`config.mk`:
```
export PLATFORM = sky130hd
export DESIGN_NAME = reg_dump
export DESIGN_NICKNAME = d
export VERILOG_FILES = /design/src/rtl/reg_file_pkg.sv /design/src/rtl/reg_dump.sv
export SDC_FILE = /design/constraint.sdc
export NUM_CORES = 1
export LEC_CHECK = 0
export BUFFER_PORTS_ARGS = -buffer_cell sky130_fd_sc_hd__buf_2
export CAP_MARGIN = 20
export CORE_ASPECT_RATIO = 1.25
export CORE_MARGIN = 5
export CORE_UTILIZATION = 58
export CTS_BUF_LIST = sky130_fd_sc_hd__clkbuf_4
export DETAILED_ROUTE_END_ITERATION = 7
export GPL_ROUTABILITY_DRIVEN = 0
export PLACE_DENSITY = 0.85
export SLEW_MARGIN = 20
export SYNTH_ARGS = -nofsm -noshare
export SYNTH_HDL_FRONTEND = slang
export SYNTH_SLANG_ARGS = --single-unit
```
`constraint.sdc`:
```
create_clock -name clk -period 3.78 [get_ports clk]
set_input_delay 0.756 -clock clk [delete_from_list [all_inputs] [get_ports clk]]
set_output_delay 0.756 -clock clk [all_outputs]
set_load 0.02 [all_outputs]
```
`src/rtl/reg_file_pkg.sv`:
```
// reg_file_pkg: register-file constants and the readout FSM state type.
package reg_file_pkg;
    localparam int ACC_IDX   = 14;
    localparam int ALIAS_IDX = 15;
    localparam int NUM_PHYS  = 15;
    typedef enum logic [2:0] {IDLE, HALT, READ, SEND, DONE} reg_dump_state_t;
endpackage

```
`src/rtl/reg_dump.sv`:
```
// reg_dump: halts the core and streams physical registers out over valid/ready.
module reg_dump
    import reg_file_pkg::*;
#(
    parameter int REG_ADDR_WIDTH = 4,
    parameter int REG_WIDTH      = 8
) (
    input  logic                      clk,
    input  logic                      rst_n,
    input  logic                      start,
    input  logic [REG_ADDR_WIDTH-1:0] start_addr,
    input  logic [REG_ADDR_WIDTH-1:0] count,
    input  logic                      abort,
    output logic                      halt_req,
    input  logic                      halt_ack,
    output logic [REG_ADDR_WIDTH-1:0] rf_rd_addr,
    input  logic [REG_WIDTH-1:0]      rf_rd_data,
    output logic                      out_valid,
    input  logic                      out_ready,
    output logic [REG_WIDTH-1:0]      out_data,
    output logic [REG_ADDR_WIDTH-1:0] out_index,
    output logic                      out_last,
    output logic                      busy,
    output logic                      done
);
    localparam int AW = REG_ADDR_WIDTH;

    reg_dump_state_t state, next;
    logic [AW-1:0] addr, remaining, last_addr, start_c, count_c;
    logic abort_pend, hs;

    assign start_c    = (start_addr >= AW'(NUM_PHYS)) ? '0 : start_addr;
    assign count_c    = ({1'b0, count} > (AW+1)'(NUM_PHYS)) ? AW'(NUM_PHYS) : count;
    assign hs         = out_valid && out_ready;
    assign rf_rd_addr = (state == READ) ? addr : last_addr;

    always_comb begin
        next = state;
        case (state)
            IDLE:    next = start ? ((count_c == '0) ? DONE : HALT) : IDLE;
            HALT:    next = abort ? DONE : (halt_ack ? READ : HALT);
            READ:    next = abort ? DONE : SEND;
            SEND:    next = !hs ? SEND : ((remaining == AW'(1) || abort || abort_pend) ? DONE : READ);
            DONE:    next = IDLE;
            default: next = IDLE;
        endcase
    end

    always_ff @(posedge clk or negedge rst_n)
        if (!rst_n) state <= IDLE;
        else        state <= next;

    // Status outputs are registered from the next state so they line up with it.
    always_ff @(posedge clk or negedge rst_n) begin
        if (!rst_n) begin
            addr       <= '0;
            remaining  <= '0;
            last_addr  <= '0;
            abort_pend <= 1'b0;
            out_valid  <= 1'b0;
            out_data   <= '0;
            out_index  <= '0;
            out_last   <= 1'b0;
            halt_req   <= 1'b0;
            busy       <= 1'b0;
            done       <= 1'b0;
        end else begin
            halt_req <= next inside {HALT, READ, SEND};
            busy     <= next != IDLE;
            done     <= next == DONE;
            if (state == IDLE && start) begin
                addr       <= start_c;
                remaining  <= count_c;
                abort_pend <= 1'b0;
            end
            if (state == READ) begin
                last_addr <= addr;
                out_data  <= rf_rd_data;
                out_index <= addr;
                out_last  <= remaining == AW'(1);
                out_valid <= !abort;
            end
            if (state == SEND) begin
                if (abort) abort_pend <= 1'b1;
                if (hs) begin
                    out_valid <= 1'b0;
                    remaining <= remaining - 1'b1;
                    addr      <= (addr == AW'(ACC_IDX)) ? '0 : addr + 1'b1;
                end
            end
        end
    end
endmodule

```
==> results of run 1 <==
==> registers in the layout, indices dropped and copies added, names as in the netlist <==
| register | count |
|---|---|
| remaining | 4 |
| addr | 4 |
| state | 3 |
| last_addr | 4 |
| halt_req | 1 |
| out_data | 8 |
| abort_pend | 1 |
| out_index | 4 |
| done | 1 |
| busy | 1 |
| out_valid | 1 |
| out_last | 1 |
==> area by class of cell <==
class | instances | area, sq um | area share (%)
clock buffers | 6 | 45.0 | 2.43
inverters | 6 | 22.5 | 1.22
well taps | 34 | 42.5 | 2.30
multi-input cells | 115 | 666 | 35.9
repair buffers | 43 | 218 | 11.7
flip-flops and latches | 33 | 826 | 44.6
clock inverters | 2 | 33.8 | 1.82
==> report_power, final <==
group	total [mW]	internal [mW]	switching, mW	leakage [nW]
combinational	0.710	0.278	0.432	0.524
clock	0.263	0.145	0.118	0.0433
sequential	0.642	0.513	0.129	0.413
==> per-stage QoR <==
step	util [%]	std cells	area [sq um]	hold WS, ns
after floorplan	-	161	1570	0.460
after global placement	67.5	231	1770	0.451
after detailed placement	67.5	231	1770	0.457
after CTS	70.5	239	1850	0.481
after global routing	70.5	239	1850	0.509
final	70.5	239	1850	0.467
==> synth_stat cells <==
| master | n | area (sq um) |
|---|---|---|
| a21o_1 | 1 | 7.51 |
| a22o_2 | 1 | 10.0 |
| a221o_1 | 1 | 10.0 |
| and3b_2 | 1 | 10.0 |
| a21oi_2 | 1 | 8.76 |
| a211o_2 | 1 | 10.0 |
| a211oi_1 | 4 | 30.0 |
| nand3b_1 | 1 | 7.51 |
| clkbuf_2 | 1 | 5.00 |
| buf_6 | 3 | 33.8 |
| nand3_1 | 7 | 35.0 |
| o311ai_0 | 1 | 8.76 |
| dfrtp_1 | 33 | 826 |
| a21oi_1 | 5 | 25.0 |
| nand2_1 | 51 | 191 |
| and2_2 | 1 | 7.51 |
| and3_1 | 2 | 12.5 |
| nor4b_2 | 1 | 15.0 |
| o21ba_1 | 1 | 10.0 |
| nor2_2 | 1 | 6.26 |
| and2b_2 | 1 | 8.76 |
| buf_2 | 3 | 15.0 |
| nor2_1 | 5 | 18.8 |
| or2b_2 | 1 | 8.76 |
| nor4_4 | 1 | 21.3 |
| o21ai_0 | 5 | 25.0 |
| nor4_1 | 1 | 6.26 |
| nor4b_1 | 1 | 8.76 |
| nor3_1 | 2 | 10.0 |
| o221a_2 | 2 | 22.5 |
| or4_4 | 1 | 11.3 |
| inv_1 | 6 | 22.5 |
| or2_1 | 1 | 6.26 |
| or4b_4 | 1 | 13.8 |
| or2_2 | 1 | 6.26 |
| a32oi_1 | 2 | 17.5 |
| nor3b_1 | 1 | 7.51 |
| a31oi_1 | 3 | 18.8 |
| ha_1 | 2 | 25.0 |
| xor2_1 | 1 | 8.76 |
| and2_1 | 1 | 6.26 |
| a211o_1 | 1 | 8.76 |
==> routing by layer <==
layer | share of wire [%] | vias up | global-route usage [%] | wire length, microns
li1 | - | 644 | - | -
met1 | 38 | 652 | 21.5 | 1400
met2 | 51 | 57 | 36.6 | 1880
met3 | 7.6 | 12 | 5.66 | 279
met4 | 2.6 | 0 | 13.1 | 94
met5 | 0 | - | 0 | 0
==> kinds of logic (layout without fill, tap and decap cells) <==
| group | count (synthesis) | count (layout) |
|---|---|---|
| simple gates | 83 | 83 |
| flops | 33 | 33 |
| compound gates | 29 | 29 |
| buf+inv | 13 | 57 |
| fa+ha+maj | 2 | 2 |
| xor+xnor | 1 | 1 |
==> how the worst max path moves through the flow <==
| stage | end | cells past startpoint | from |
|---|---|---|---|
| 6_report | rf_rd_addr[0] | 5 | state[1] |
| 5_1_grt | rf_rd_addr[1] | 5 | state[1] |
| 4_1_cts | rf_rd_addr[0] | 5 | state[1] |
| 3_5_place_dp | rf_rd_addr[0] | 5 | state[1] |
| 3_3_place_gp | rf_rd_addr[3] | 5 | state[1] |
| 2_1_floorplan | rf_rd_addr[0] | 7 | state[1] |
==> critical path, stage by stage, from the launching register on <==
cell and delay, ns:
dfrtp_1 0.49, or2b_2 0.34, or2_2 0.41, nand2_1 0.11, nand2_1 0.07, buf_2 0.16
==> results.yml, run 1 <==
placement:
  dp_hpwl_microns: 2700
  io_buffer_count: 42
  pre_cts_ws_ns: 1.48
pwr:
  p_leak_nw: 0.980
  powerDensity_mw_per_mm2: 871
  power_mw: 1.61
  vdd_drop_max_v: 0.000556
synth:
  synth_top_family_by_area: "simple AND/OR/NAND/NOR gates"
  yosys_warnings: 0
  syn-instance-count: 161
  synth-simple-area-share_pct: 26.7
  ys_types: 42
  synth.avg_cell_area_sq_um: 9.74
  synth-xor-area-share_pct: 0.559
  synth_fp_nets: 185
  synthAdderAreaFrac_pct: 1.60
  synth_area_sq_mm: 0.00157
  synth_compound_area_share_pct: 13.6
  yosysSeqAreaShare_pct: 52.7
  ys_ff_latch: 33
  synth.area.mux_share_pct: 0
finish:
  antenna_cells: 0
  layout_common_cells: "nand2_1 (51), buf_2 (42), dfrtp_1 (33)"
  layout_commonest_cell: "nand2_1"
  fill_cells: 198
  nNetsFinal: 228
  drive_gt1_share_pct: 31.7
  area_growth_pct: 18.2
floorplanning:
  die_w_microns: 56.5
  start_util_pct: 59.7
  die_h_microns: 68.1
  dieArea_sq_mm: 0.00385
  core_sq_mm: 0.00263
  top_level_ports: 43
  rows: 21
detailed_routing:
  drt_iter0_markers: 73
  dr.pass1.iters: 4
  vias_per_cell: 5.71
  post_drt_wl_per_cell_microns: 15.3
  drtAntennaViolNets: 0
  finalWirelength_microns: 3650
  drc: 0
  via_count: 1365
global_route:
  grt_max_degree: 34
  antenna_found_initial: 0
  grt_pass1_vias: 1367
  grt_first_pass_wirelength_microns: 5980
  grt-ovfl-total: 0
  track_usage_pct: 20.6
clock_tree:
  clock_latency_ns: 0.34
  clock_path_buffers: 2
  numCtsBuffers: 5
  cts_resized: 0
  cts_hold_buf: 0
  cts-htree-levels: 2
  clkTransAtPathRegs_ns: 0.10
  cts_sinks: 33
  cts_setup_buffers: 0
  cts_tree: "done"
  root_buffer: "clkbuf_4"
critical_path:
  reg2regPathDepth: 4
  ff2ff_setup_slack_ns: 1.85
  required_ns: 3.02
  critPathMaxFanout: 17
  rr_endpoint: "remaining[3]"
  reg2reg_from: "state[0]"
  crit_path_end_kind: "output pin"
  critPathArrivalTime_ns: 1.92
  critical_path_class: "reg2out"
  startpoint_type: "flop"
outcome:
  status: "completed"
job:
  drv_cap: 0
sta:
  setup_tns_ns: 0
  fin_crit_ns: 2.68
  max_freq_mhz: 373
  hold_viol: 0
  postLayoutSetupSlackWorst_ns: 1.10
  worst_pin_slew_ns: 0.848
  rsz0062_at_grt: "no"
  finClkSkew_ns: 0.00839
  fin_crit_sh_pct: 70.8
  slew_headroom_pct: 43.3
  setup_viol: 0
  slew_violations: 0
hold_path:
  hold_path.class: "in2async"
Note: power is estimated with default switching activity, not from simulation.
==> inputs of run 2 (changes only) <==
- CORE_UTILIZATION: 58 -> 54
- PLACE_DENSITY: 0.85 -> 0.8
- clock period: 3.78 -> 2.75 ns (I/O delays scaled with it)
==> run 2 against run 1 <==
  * Global-route usage down 2.1 points
  * Hold slack worse by 0.21 ns
  * Worst setup slack worse by 0.83 ns
==> results.yml, run 2 (synthesized netlist as in run 1, its figures left out) <==
clock_tree:
  clkTransAtPathRegs_ns: 0.10
  cts_tree: "done"
  numCtsBuffers: 5
  cts_setup_buffers: 0
  clock_latency_ns: 0.33
  cts_hold_buf: 0
  cts_sinks: 33
  cts-htree-levels: 2
  clock_path_buffers: 2
  cts_resized: 0
  root_buffer: "clkbuf_4"
detailed_routing:
  drt_iter0_markers: 39
  via_count: 1295
  dr.pass1.iters: 4
  drtAntennaViolNets: 0
  vias_per_cell: 5.42
  drc: 0
  finalWirelength_microns: 3310
  post_drt_wl_per_cell_microns: 13.8
pwr:
  power_mw: 2.18
  vdd_drop_max_v: 0.000630
  powerDensity_mw_per_mm2: 1180
  p_leak_nw: 0.980
floorplanning:
  die_w_microns: 58.2
  dieArea_sq_mm: 0.00409
  die_h_microns: 70.2
  core_sq_mm: 0.00273
  start_util_pct: 57.4
  top_level_ports: 43
  rows: 21
job:
  drv_cap: 0
critical_path:
  crit_path_end_kind: "output pin"
  critPathArrivalTime_ns: 1.93
  startpoint_type: "flop"
  required_ns: 2.20
  critical_path_class: "reg2out"
  critPathMaxFanout: 17
sta:
  finClkSkew_ns: 0.00774
  max_freq_mhz: 404
  hold_viol: 0
  postLayoutSetupSlackWorst_ns: 0.273
  setup_viol: 0
  slew_headroom_pct: 44.5
  fin_crit_ns: 2.48
  worst_pin_slew_ns: 0.831
  setup_tns_ns: 0
  slew_violations: 0
  fin_crit_sh_pct: 90.1
  rsz0062_at_grt: "no"
finish:
  largest_register_ffs: 8
  post-route-util_pct: 67.8
  layout_commonest_cell: "nand2_1"
  layout_common_cells: "nand2_1 (51), buf_2 (42), dfrtp_1 (33)"
  regMostFlops: "out_data"
  drive_gt1_share_pct: 31.7
  fill_cells: 241
  nNetsFinal: 228
  antenna_cells: 0
  area_growth_pct: 18.2
global_route:
  track_usage_pct: 18.4
  grt_pass1_vias: 1297
  antenna_found_initial: 0
  grt-ovfl-total: 0
  grt_first_pass_wirelength_microns: 5740
  grt_max_degree: 34
outcome:
  status: "completed"
placement:
  pre_cts_ws_ns: 0.630
  io_buffer_count: 42
  dp_hpwl_microns: 2560
hold_path:
  hold_path.class: "in2async"
## run 2: cell counts in the layout (fill, tap and decap cells not counted)
Identical to the previous run, type by type.
## run 2: final cells by class
class	count	area, sq um	share of cell area [%]
inverter	6	22.5	1.22
timing repair buffer	43	218	11.7
multi-input combinational	115	666	35.9
clock inverter	2	33.8	1.82
tap	34	42.5	2.30
clock buffer	6	45.0	2.43
sequential	33	826	44.6
## run 2: report_power, final
group | leakage (nW) | switching (mW) | internal [mW]
Sequential | 0.413 | 0.171 | 0.705
Clock | 0.0433 | 0.152 | 0.199
Combinational | 0.524 | 0.573 | 0.381
Total | 0.980 | 0.896 | 1.28
## run 2: through the flow
stage / cells / hold slack (ns) / instance area [sq um]
global placement: 231 / 0.453 / 1770
global route: 239 / 0.314 / 1850
floorplan: 161 / 0.254 / 1570
CTS: 239 / 0.275 / 1850
detailed placement: 231 / 0.459 / 1770
finish: 239 / 0.259 / 1850
## run 2: worst max-delay path, stage by stage (launching register included)
cell	delay, ns
dfrtp_1	0.48
or2b_2	0.34
or2_2	0.42
nand2_1	0.12
nand2_1	0.08
buf_2	0.17
## run 2: worst paths after layout
kind	start	to	slack, ns	depth (start not counted)
max in group asynchronous	rst_n	out_last	2.04	1
min in group clk	rf_rd_data[5]	out_data[5]	0.42	3
worst max register to register	state[0]	remaining[3]	0.86	4
worst max-delay path	state[1]	rf_rd_addr[2]	0.27	5
worst min-delay path	rst_n	remaining[0]	0.26	1
worst min register to register	out_data[7]	out_data[7]	0.48	2
## run 2: metal layers
metal	vias to the layer above	track usage, %	share of wire, %
li1	638	-	-
met3	7	4.60	7.2
met1	609	22.0	41
met5	-	0	0
met2	41	29.8	49
met4	0	10.1	2.4
